--- src/rtl/core_pkg.sv ---
// Shared pipeline types for the RV32I core: the EX/MEM and MEM/WB bundles,
// the load/store unit state encoding and the access-legality helper.
package core_pkg;

    localparam int DATA_WIDTH          = 32;
    localparam int BYTE_WIDTH          = 8;
    localparam int BE_WIDTH            = DATA_WIDTH / BYTE_WIDTH;
    localparam int DATA_MEM_ADDR_WIDTH = 10;

    localparam logic [2:0] F3_B  = 3'd0;
    localparam logic [2:0] F3_H  = 3'd1;
    localparam logic [2:0] F3_W  = 3'd2;
    localparam logic [2:0] F3_BU = 3'd4;
    localparam logic [2:0] F3_HU = 3'd5;

    typedef struct packed {
        logic [31:0] instruction;
        logic [31:0] alu_result;
        logic [31:0] rs2_data;
        logic [31:0] pc_plus4;
        logic [4:0]  rd_addr;
        logic        RegWrite;
        logic [1:0]  WBSel;
        logic        MemRead;
        logic        MemWrite;
    } ex_mem_data_t;

    typedef struct packed {
        logic [31:0] instruction;
        logic [31:0] alu_result;
        logic [31:0] mem_rdata;
        logic [31:0] pc_plus4;
        logic [4:0]  rd_addr;
        logic        RegWrite;
        logic [1:0]  WBSel;
    } mem_wb_data_t;

    typedef enum logic [1:0] {
        LSU_IDLE = 2'd0,
        LSU_REQ  = 2'd1,
        LSU_WAIT = 2'd2
    } lsu_state_e;

    // True when a memory access must be suppressed: misaligned, unknown width, or both directions set.
    function automatic logic access_fault(input logic is_rd, input logic is_wr,
                                          input logic [2:0] f3, input logic [1:0] off);
        logic fault;
        fault = 1'b0;
        if (is_rd && is_wr) begin
            fault = 1'b1;
        end else if (is_rd) begin
            case (f3)
                F3_B, F3_BU: fault = 1'b0;
                F3_H, F3_HU: fault = off[0];
                F3_W:        fault = (off != 2'b00);
                default:     fault = 1'b1;
            endcase
        end else if (is_wr) begin
            case (f3)
                F3_B:    fault = 1'b0;
                F3_H:    fault = off[0];
                F3_W:    fault = (off != 2'b00);
                default: fault = 1'b1;
            endcase
        end
        return fault;
    endfunction

endpackage

--- src/rtl/mem_load_align.sv ---
// Extracts the addressed byte/halfword/word from a raw memory word and
// sign- or zero-extends it according to the load funct3.
module mem_load_align
    import core_pkg::*;
(
    input  logic [31:0] i_rdata,
    input  logic [1:0]  i_byte_off,
    input  logic [2:0]  i_funct3,
    output logic [31:0] o_data
);

    logic [31:0] w_shifted;

    assign w_shifted = i_rdata >> {i_byte_off, 3'b000};

    always_comb begin
        o_data = w_shifted;
        case (i_funct3)
            F3_B:    o_data = {{24{w_shifted[7]}}, w_shifted[7:0]};
            F3_H:    o_data = {{16{w_shifted[15]}}, w_shifted[15:0]};
            F3_BU:   o_data = {24'd0, w_shifted[7:0]};
            F3_HU:   o_data = {16'd0, w_shifted[15:0]};
            default: o_data = w_shifted;
        endcase
    end

endmodule

--- src/rtl/mem_access_stage.sv ---
// MEM stage: issues loads/stores on a req/gnt/rvalid data port, stalls
// upstream while a transaction is open, and registers the MEM/WB bundle.
module mem_access_stage
    import core_pkg::*;
#(
    parameter int ADDR_WIDTH = DATA_MEM_ADDR_WIDTH
) (
    input  logic                  clk,
    input  logic                  rst_n,
    input  ex_mem_data_t          ex_mem_i,
    input  logic                  ex_mem_valid_i,
    output logic                  mem_stall_o,
    output logic                  dmem_req_o,
    output logic                  dmem_we_o,
    output logic [ADDR_WIDTH-1:0] dmem_addr_o,
    output logic [31:0]           dmem_wdata_o,
    output logic [BE_WIDTH-1:0]   dmem_be_o,
    input  logic                  dmem_gnt_i,
    input  logic                  dmem_rvalid_i,
    input  logic [31:0]           dmem_rdata_i,
    output mem_wb_data_t          mem_wb_o,
    output logic                  mem_wb_valid_o,
    output logic                  misalign_o
);

    lsu_state_e            r_state;
    logic                  r_req;
    logic                  r_we;
    logic [ADDR_WIDTH-1:0] r_addr;
    logic [31:0]           r_wdata;
    logic [BE_WIDTH-1:0]   r_be;
    logic [2:0]            r_f3;
    logic [1:0]            r_off;
    mem_wb_data_t          r_pend;
    mem_wb_data_t          r_wb;
    logic                  r_wb_valid;
    logic                  r_misalign;

    logic [2:0]            w_f3;
    logic [1:0]            w_off;
    logic                  w_mem_op;
    logic                  w_fault;
    logic [31:0]           w_st_wdata;
    logic [BE_WIDTH-1:0]   w_st_be;
    logic [31:0]           w_load_data;
    mem_wb_data_t          w_pass;
    mem_wb_data_t          w_direct;
    mem_wb_data_t          w_wb_load;
    logic                  w_unused;

    assign w_f3     = ex_mem_i.instruction[14:12];
    assign w_off    = ex_mem_i.alu_result[1:0];
    assign w_mem_op = ex_mem_valid_i && (ex_mem_i.MemRead || ex_mem_i.MemWrite);
    assign w_fault  = access_fault(ex_mem_i.MemRead, ex_mem_i.MemWrite, w_f3, w_off);
    // Address bits above the data-memory window wrap and are deliberately dropped.
    assign w_unused = ^ex_mem_i.alu_result[31:ADDR_WIDTH+2];

    mem_load_align u_load_align (
        .i_rdata    (dmem_rdata_i),
        .i_byte_off (r_off),
        .i_funct3   (r_f3),
        .o_data     (w_load_data)
    );

    always_comb begin
        w_st_wdata = ex_mem_i.rs2_data;
        w_st_be    = 4'b1111;
        case (w_f3[1:0])
            2'b00: begin
                w_st_wdata = {4{ex_mem_i.rs2_data[7:0]}};
                w_st_be    = 4'b0001 << w_off;
            end
            2'b01: begin
                w_st_wdata = {2{ex_mem_i.rs2_data[15:0]}};
                w_st_be    = w_off[1] ? 4'b1100 : 4'b0011;
            end
            default: begin
                w_st_wdata = ex_mem_i.rs2_data;
                w_st_be    = 4'b1111;
            end
        endcase
    end

    always_comb begin
        w_pass             = '0;
        w_pass.instruction = ex_mem_i.instruction;
        w_pass.alu_result  = ex_mem_i.alu_result;
        w_pass.pc_plus4    = ex_mem_i.pc_plus4;
        w_pass.rd_addr     = ex_mem_i.rd_addr;
        w_pass.RegWrite    = ex_mem_i.RegWrite;
        w_pass.WBSel       = ex_mem_i.WBSel;
        // A suppressed memory access must not write the register file.
        w_direct           = w_pass;
        w_direct.RegWrite  = ex_mem_i.RegWrite & ~w_mem_op;
        w_wb_load           = r_pend;
        w_wb_load.mem_rdata = w_load_data;
    end

    always_comb begin
        mem_stall_o = 1'b0;
        case (r_state)
            LSU_IDLE: mem_stall_o = w_mem_op && !w_fault;
            LSU_REQ:  mem_stall_o = !(dmem_gnt_i && r_we);
            LSU_WAIT: mem_stall_o = !dmem_rvalid_i;
            default:  mem_stall_o = 1'b0;
        endcase
    end

    always_ff @(posedge clk or negedge rst_n) begin
        if (!rst_n) begin
            r_state    <= LSU_IDLE;
            r_req      <= 1'b0;
            r_we       <= 1'b0;
            r_addr     <= '0;
            r_wdata    <= '0;
            r_be       <= '0;
            r_f3       <= '0;
            r_off      <= '0;
            r_pend     <= '0;
            r_wb       <= '0;
            r_wb_valid <= 1'b0;
            r_misalign <= 1'b0;
        end else begin
            r_wb_valid <= 1'b0;
            r_misalign <= 1'b0;
            case (r_state)
                LSU_IDLE: begin
                    if (w_mem_op && !w_fault) begin
                        r_req   <= 1'b1;
                        r_we    <= ex_mem_i.MemWrite;
                        r_addr  <= ex_mem_i.alu_result[ADDR_WIDTH+1:2];
                        r_wdata <= w_st_wdata;
                        r_be    <= ex_mem_i.MemWrite ? w_st_be : '0;
                        r_f3    <= w_f3;
                        r_off   <= w_off;
                        r_pend  <= w_pass;
                        r_state <= LSU_REQ;
                    end else if (ex_mem_valid_i) begin
                        r_wb       <= w_direct;
                        r_wb_valid <= 1'b1;
                        r_misalign <= w_mem_op;
                    end
                end
                LSU_REQ: begin
                    if (dmem_gnt_i) begin
                        r_req <= 1'b0;
                        if (r_we) begin
                            r_wb       <= r_pend;
                            r_wb_valid <= 1'b1;
                            r_state    <= LSU_IDLE;
                        end else begin
                            r_state <= LSU_WAIT;
                        end
                    end
                end
                LSU_WAIT: begin
                    if (dmem_rvalid_i) begin
                        r_wb       <= w_wb_load;
                        r_wb_valid <= 1'b1;
                        r_state    <= LSU_IDLE;
                    end
                end
                default: r_state <= LSU_IDLE;
            endcase
        end
    end

    assign dmem_req_o     = r_req;
    assign dmem_we_o      = r_we;
    assign dmem_addr_o    = r_addr;
    assign dmem_wdata_o   = r_wdata;
    assign dmem_be_o      = r_be;
    assign mem_wb_o       = r_wb;
    assign mem_wb_valid_o = r_wb_valid;
    assign misalign_o     = r_misalign;

endmodule

--- config.mk ---
export PLATFORM = sky130hd
export DESIGN_NAME = mem_access_stage
export DESIGN_NICKNAME = d
export VERILOG_FILES = /design/src/rtl/core_pkg.sv /design/src/rtl/mem_load_align.sv /design/src/rtl/mem_access_stage.sv
export SDC_FILE = /design/constraint.sdc
export NUM_CORES = 1
export LEC_CHECK = 0
export CAP_MARGIN = 20
export CORE_ASPECT_RATIO = 0.9
export CORE_MARGIN = 2
export CORE_UTILIZATION = 49
export CTS_CLUSTER_DIAMETER = 120
export DETAILED_ROUTE_END_ITERATION = 7
export HOLD_SLACK_MARGIN = 0.06
export PLACE_DENSITY_LB_ADDON = 0.1
export SYNTH_ARGS = -nofsm -noshare
export SYNTH_HDL_FRONTEND = slang
export SYNTH_SLANG_ARGS = --single-unit
--- constraint.sdc ---
create_clock -name clk -period 2.75 [get_ports clk]
set_clock_uncertainty 0.05 [all_clocks]
set_input_delay 0.55 -clock clk [delete_from_list [all_inputs] [get_ports clk]]
set_output_delay 0.55 -clock clk [all_outputs]
set_load 0.05 [all_outputs]
# Yosys cells after proc, flatten, opt, wreduce, memory -nomap -nowiden
# Cells that the tools add are included.
totals:
  elab_cells: 98
  output_inout_bits: 187
  reg_bits: 297
  inputBits: 175
op_classes:
  reduce_logical: 21
  n_shift: 2
  eq_ne: 16
  bitwise: 2
  muxes: 34
ops:
  columns: ["operator", "n"]
  rows:
  - ["$mux 136", 5]
  - ["$pmux 136 s3", 1]
  - ["$pmux 32 s4", 1]
  - ["$pmux 32 s2", 1]
  - ["$shr 32x5->32", 1]
  - ["$mux 1", 13]
  - ["$eq 3x3->1 const B", 4]
  - ["$ne 2x2->1 const B", 6]
  - ["$pmux 1 s3", 4]
  - ["$mux 2", 4]
  - ["$mux 4", 2]
  - ["$pmux 4 s2", 1]
  - ["$eq 3x1->1 const B", 2]
  - ["$logic_not 3->1", 2]
  - ["$pmux 2 s3", 1]
  - ["$reduce_and 3->1", 2]
  - ["$reduce_and 6->1", 1]
  - ["$eq 2x1->1 const B", 2]
  - ["$logic_and 1x1->1", 4]
  - ["$logic_not 2->1", 2]
  - ["$reduce_bool 2->1", 2]
  - ["$reduce_or 2->1", 2]
  - ["$shl 1x2->4 const A", 1]
  - ["$eq 3x2->1 const B", 1]
  - ["8 further kinds", 10]

# Logic depth before layout (Yosys ltp)
logic_depth:
  depth_word: 9
  depth_mapped: 10
  mapped_depth_nobuf: 7

# By module
# Synthesis repeated with hierarchy kept, for this count alone.
hier_totals:
  hier_cells: 1010
  area_unflattened_um2: 13065.0
by_module_without_submodules:
  columns: ["mod", "cells_per_inst", "seq_area_each_um2", "area_each_um2", "n_inst"]
  rows:
  - ["mem_access_stage", 903, 7056.8, 12370.6, 1]
  - ["mem_load_align", 107, 0.0, 694.4, 1]

# Worst setup path after synthesis
# OpenSTA, ideal clock, no wires.
synth_path:
  path_kind: "input -> output"
  startpoint: "input ex_mem_i[0] (netlist bit)"
  endpoint: "output mem_stall_o"
  n_path_buf: 3
  path_stages: 7
  arrival_time_ns: 2.481
  slack_ns: -0.331
  required_ns: 2.150
  cell_sequence: "buf_6 a221oi_4 o21ai_1 or2_1 buf_6 buf_1 a21oi_1"
synth_via:
  elab_chain_cells: 6
  word_cells_on_any_way: 9
  classes_between: "4 x mux; 5 x reduce/logical"
synth_rtl:
  columns: ["item", "line_no", "source"]
  rows:
  - ["start: declaration", "mem_access_stage.sv:10", "input ex_mem_data_t ex_mem_i,"]
  - ["$mux 1", "core_pkg.sv:58", "end else if (is_wr) begin"]
  - ["$mux 1", "core_pkg.sv:51", "end else if (is_rd) begin"]
  - ["$mux 1", "core_pkg.sv:49", "if (is_rd && is_wr) begin"]
  - ["$logic_not 1->1", "mem_access_stage.sv:102", "LSU_IDLE: mem_stall_o = w_mem_op && !w_fault;"]
  - ["$logic_and 1x1->1 (*)", "mem_access_stage.sv:102", null]
  - ["$pmux 1 s3 (*)", "mem_access_stage.sv:101", "case (r_state)"]
  - ["end: declaration", "mem_access_stage.sv:12", "output logic mem_stall_o,"]
# Every way passes the cells marked *; elsewhere a longest branch is shown, timed or not.

# Worst setup path in the final report
layout_path:
  startpoint: "input ex_mem_i[1] (netlist bit)"
  endpoint: "output mem_stall_o"
layout_via:
  elab_chain_cells: 5
  word_cells_on_any_way: 8
  classes_between: "3 x mux; 5 x reduce/logical"
layout_rtl:
  columns: ["item", "line_no"]
  rows:
  - ["$mux 1 or $logic_and 1x1->1 (tied branches)", "core_pkg.sv:51, core_pkg.sv:49"]
  - ["$mux 1", "core_pkg.sv:49"]
  - ["$logic_not 1->1", "mem_access_stage.sv:102"]
  - ["$logic_and 1x1->1 (*)", "mem_access_stage.sv:102"]
  - ["$pmux 1 s3 (*)", "mem_access_stage.sv:101"]
# Marked as above.

==> summary.md <==
| Metric | Value |
|---|---|
| Pre-antenna DRT Iters | 5 |
| Post-placement cell count | 1,774 |
| Num ports | 362 |
| Max_slew headroom | 31.5% |
| Clk slew on worst S/H paths | 0.06 ns |
| Endpoints failing hold | 0 |
| P per Cell Area | 1360 nW/um^2 |
| Number of synthesized register bits | 282 |
| DPL Wire Length | 25.3 mm |
| Commonest non-fill, non-tap cell in the layout | clkdlybuf4s50_1 |
| Post-synthesis cell area | 13,100 sq um |
| Final GP Congestion | 0.862 |
| Initial drt markers | 681 |
| DRC violations left | 0 |
| Worst-margin pin slew | 1.02 ns |
| Met1 WL | 14.9 mm |
| Avg Cell Area, Syn | 11.9 sq um |
| Post-synth ARST share | 100% |
| Starting density of the core | 50.1% |
| Met2 routed WL | 17.1 mm |
| Area delta synth->final | 39.7% |
| Peak supply drop | 854 uV |
| RSZ-0062 raised after global routing | false |
| Class of the worst hold path | register to register |
| Top Metal Used | met4 |
| Max incr delay on CP | 0.53 ns |
| Final min period | 2.66 ns |
| Slowest stage cell, crit path | clkdlybuf4s50_1 |
| Hold WS | 0.433 ns |
| Most frequent cells in the layout | 354 x clkdlybuf4s50_1, 282 x dfrtp_1, 133 x nand2_1, 100 x mux2_1, 82 x o21ai_1 |
| Setup crit start kind | primary input |
| Max-Cap Viols | 0 |
| CTS buffer count | 30 |
| Status | finished, final reports clean |
| Non-filler cells, final | 1,832 |
| Most common flop cell mapped by yosys | dfrtp_1 |
| Root Buffer | clkbuf_16 |
| Final Max Tran Viols | 0 |
| Fin area | 18,400 sq um |
| Warnings, synthesis | 0 |
| Final Setup Violations | 0 |
| H-tree depth | 1 |
| Hold-critical path depth | 1 |
| Metal3 WL | 2.68 mm |
| Synth Net Count | 1,284 |
| Crit end category | primary output |
| Worst-path cell chain | clkdlybuf4s50_1 -> xor2_1 -> o21ai_2 -> or2_4 -> a21oi_4 -> buf_12 |
| WL/cell | 19.5 microns |
| Clock buffer depth | 3 |
| Setup CP Type | primary input to primary output |
| Width of the chip | 177 microns |
| FP Rows | 56 |
| Ratio of cells with drive above 1 in the final layout | 13.5% |
| Largest net degree at the start of global routing | 83 |
| Setup TNS | 0 ns |
| Grt ovf | 0 |
| Sink Count | 282 |
| R2R depth | 8 |
| Fmax | 0.376 GHz |
| Port bufs | 361 |
| Via count | 9,922 |
| Vias in the first global route | 10,200 |
| First-pass GRT wire length | 56.2 mm |
| Critical Path RT | 2.15 ns |
| Die ar. | 28,100 sq um |
| Antenna violations before repair | 3 |
| Total power | 24,900 uW |
| Die Ht | 159 microns |
| Final period util | 96.6% |
| GRT Total Usage | 25.1% |
| Routed wire length | 35.7 mm |
| Leakage | 0.00833 uW |
| Core area | 26,200 sq um |
| Final nets | 1,639 |
| CTS tree | done |
| Post-synthesis cell count | 1,105 |
| Critical Path Fanout Max | 3 |
| Post-synth EDFFs | 0 |
| Placed cell area | 17,300 sq um |
| Vias/cell | 5.42 |
| Library cells used by synthesis | 42 |
| Clk Latency, worst-skew pair | 0.54 ns |
| Post-synthesis sequential area ratio | 53.7% |
| CP Data Arrival Time | 2.06 ns |
| Post-route ant nets | 0 |
[cells in the mapped netlist (2+ instances only)]
| library cell | n | area share [%] |
|---|---|---|
| a211oi_1 | 14 | 0.80 |
| a21o_1 | 2 | 0.11 |
| a21oi_1 | 33 | 1.3 |
| a22o_1 | 63 | 4.2 |
| buf_1 | 6 | 0.17 |
| buf_2 | 18 | 0.69 |
| buf_4 | 10 | 0.57 |
| buf_6 | 21 | 1.8 |
| clkbuf_1 | 31 | 0.89 |
| dfrtp_1 | 282 | 54 |
| ha_1 | 4 | 0.38 |
| inv_1 | 52 | 1.5 |
| mux2_1 | 100 | 8.6 |
| mux2_2 | 20 | 1.7 |
| mux2_4 | 65 | 7.4 |
| mux2i_1 | 41 | 3.1 |
| nand2_1 | 133 | 3.8 |
| nand2b_1 | 3 | 0.14 |
| nor2_1 | 23 | 0.66 |
| nor2b_1 | 10 | 0.48 |
| o21ai_0 | 56 | 2.1 |
| o21ai_1 | 83 | 3.2 |
| o2bb2ai_1 | 15 | 1.0 |
| or2_1 | 2 | 0.095 |
[kinds of logic after synthesis]
group,synth area share [%]
xor+xnor,0.0667
simple gates,5.52
compound gates,13.7
buf+inv,5.60
mux,21.0
flops,53.7
fa+ha+maj,0.381
[metal layers]
metal	GRT usage [%]	vias to the layer above
met5	0	-
met4	7.18	0
met3	6.49	63
met2	41.2	343
met1	32.9	4927
li1	-	4589
[power by group]
group | internal [uW] | total (uW) | leakage [uW] | switching [uW]
registers | 6070 | 7210 | 0.00352 | 1140
logic | 5490 | 13500 | 0.00430 | 8050
clock network | 2500 | 4140 | 0.000504 | 1640
total | 14100 | 24900 | 0.00833 | 10800
[state kept, by name, indices dropped and copies added, names as in the netlist, 2 cells and up]
name and cells:
dmem_wdata_o 32, mem_wb_o 136, r_pend 92, r_f3 2
dmem_be_o 4, dmem_addr_o 9, r_state 2
[worst max-delay path, delay by kind of cell]
kind | cells | cell delay [ns]
and+or+nand+nor | 1 | 0.29
buffers and inverters | 2 | 0.69
AOI/OAI and AO/OA | 2 | 0.26
xor gates and xnor gates | 1 | 0.27
[area by class of cell]
class                      instances  area (sq um)
inverter                          52           195
fill                            1956          7850
timing repair buffer             409          4240
clock inverter                     8          95.1
multi-input combinational        685          5400
sequential                       282          7060
clock buffer                      46           932
antenna                            2          5.00
tap                              348           435
[path summary, 6_finish.rpt]
| path | endpoint | slack (ns) | startpoint |
|---|---|---|---|
| worst min register to register | mem_wb_o[53] | 0.43 | mem_wb_o[53] |
| worst max register to register | mem_wb_o[121] | 0.26 | r_state[0] |
| worst min-delay path | mem_wb_o[53] | 0.43 | mem_wb_o[53] |
| worst max-delay path | mem_stall_o | 0.09 | ex_mem_i[1] |
| min in group asynchronous | r_pend[133] | 0.50 | rst_n |
| max in group asynchronous | mem_wb_o[102] | 1.35 | rst_n |
[repair_timing]
item                                   4_1_cts  5_1_grt
setup buffers                                1        0
pin swaps                                    2        1
gates cloned                                 0        0
setup endpoints to repair                    1        3
resized for setup                            3        9
endpoints found under the hold margin       59        0
hold buffers                                 1        0
[metrics by stage]
step	util, %	setup WS [ns]
finish	70.1	0.0922
detailed placement	65.9	-0.0914
CTS	69.9	0.00298
floorplan	-	0.0755
global route	70.0	0.0168
global placement	65.9	-0.0603
(Power assumes the default switching activity.)
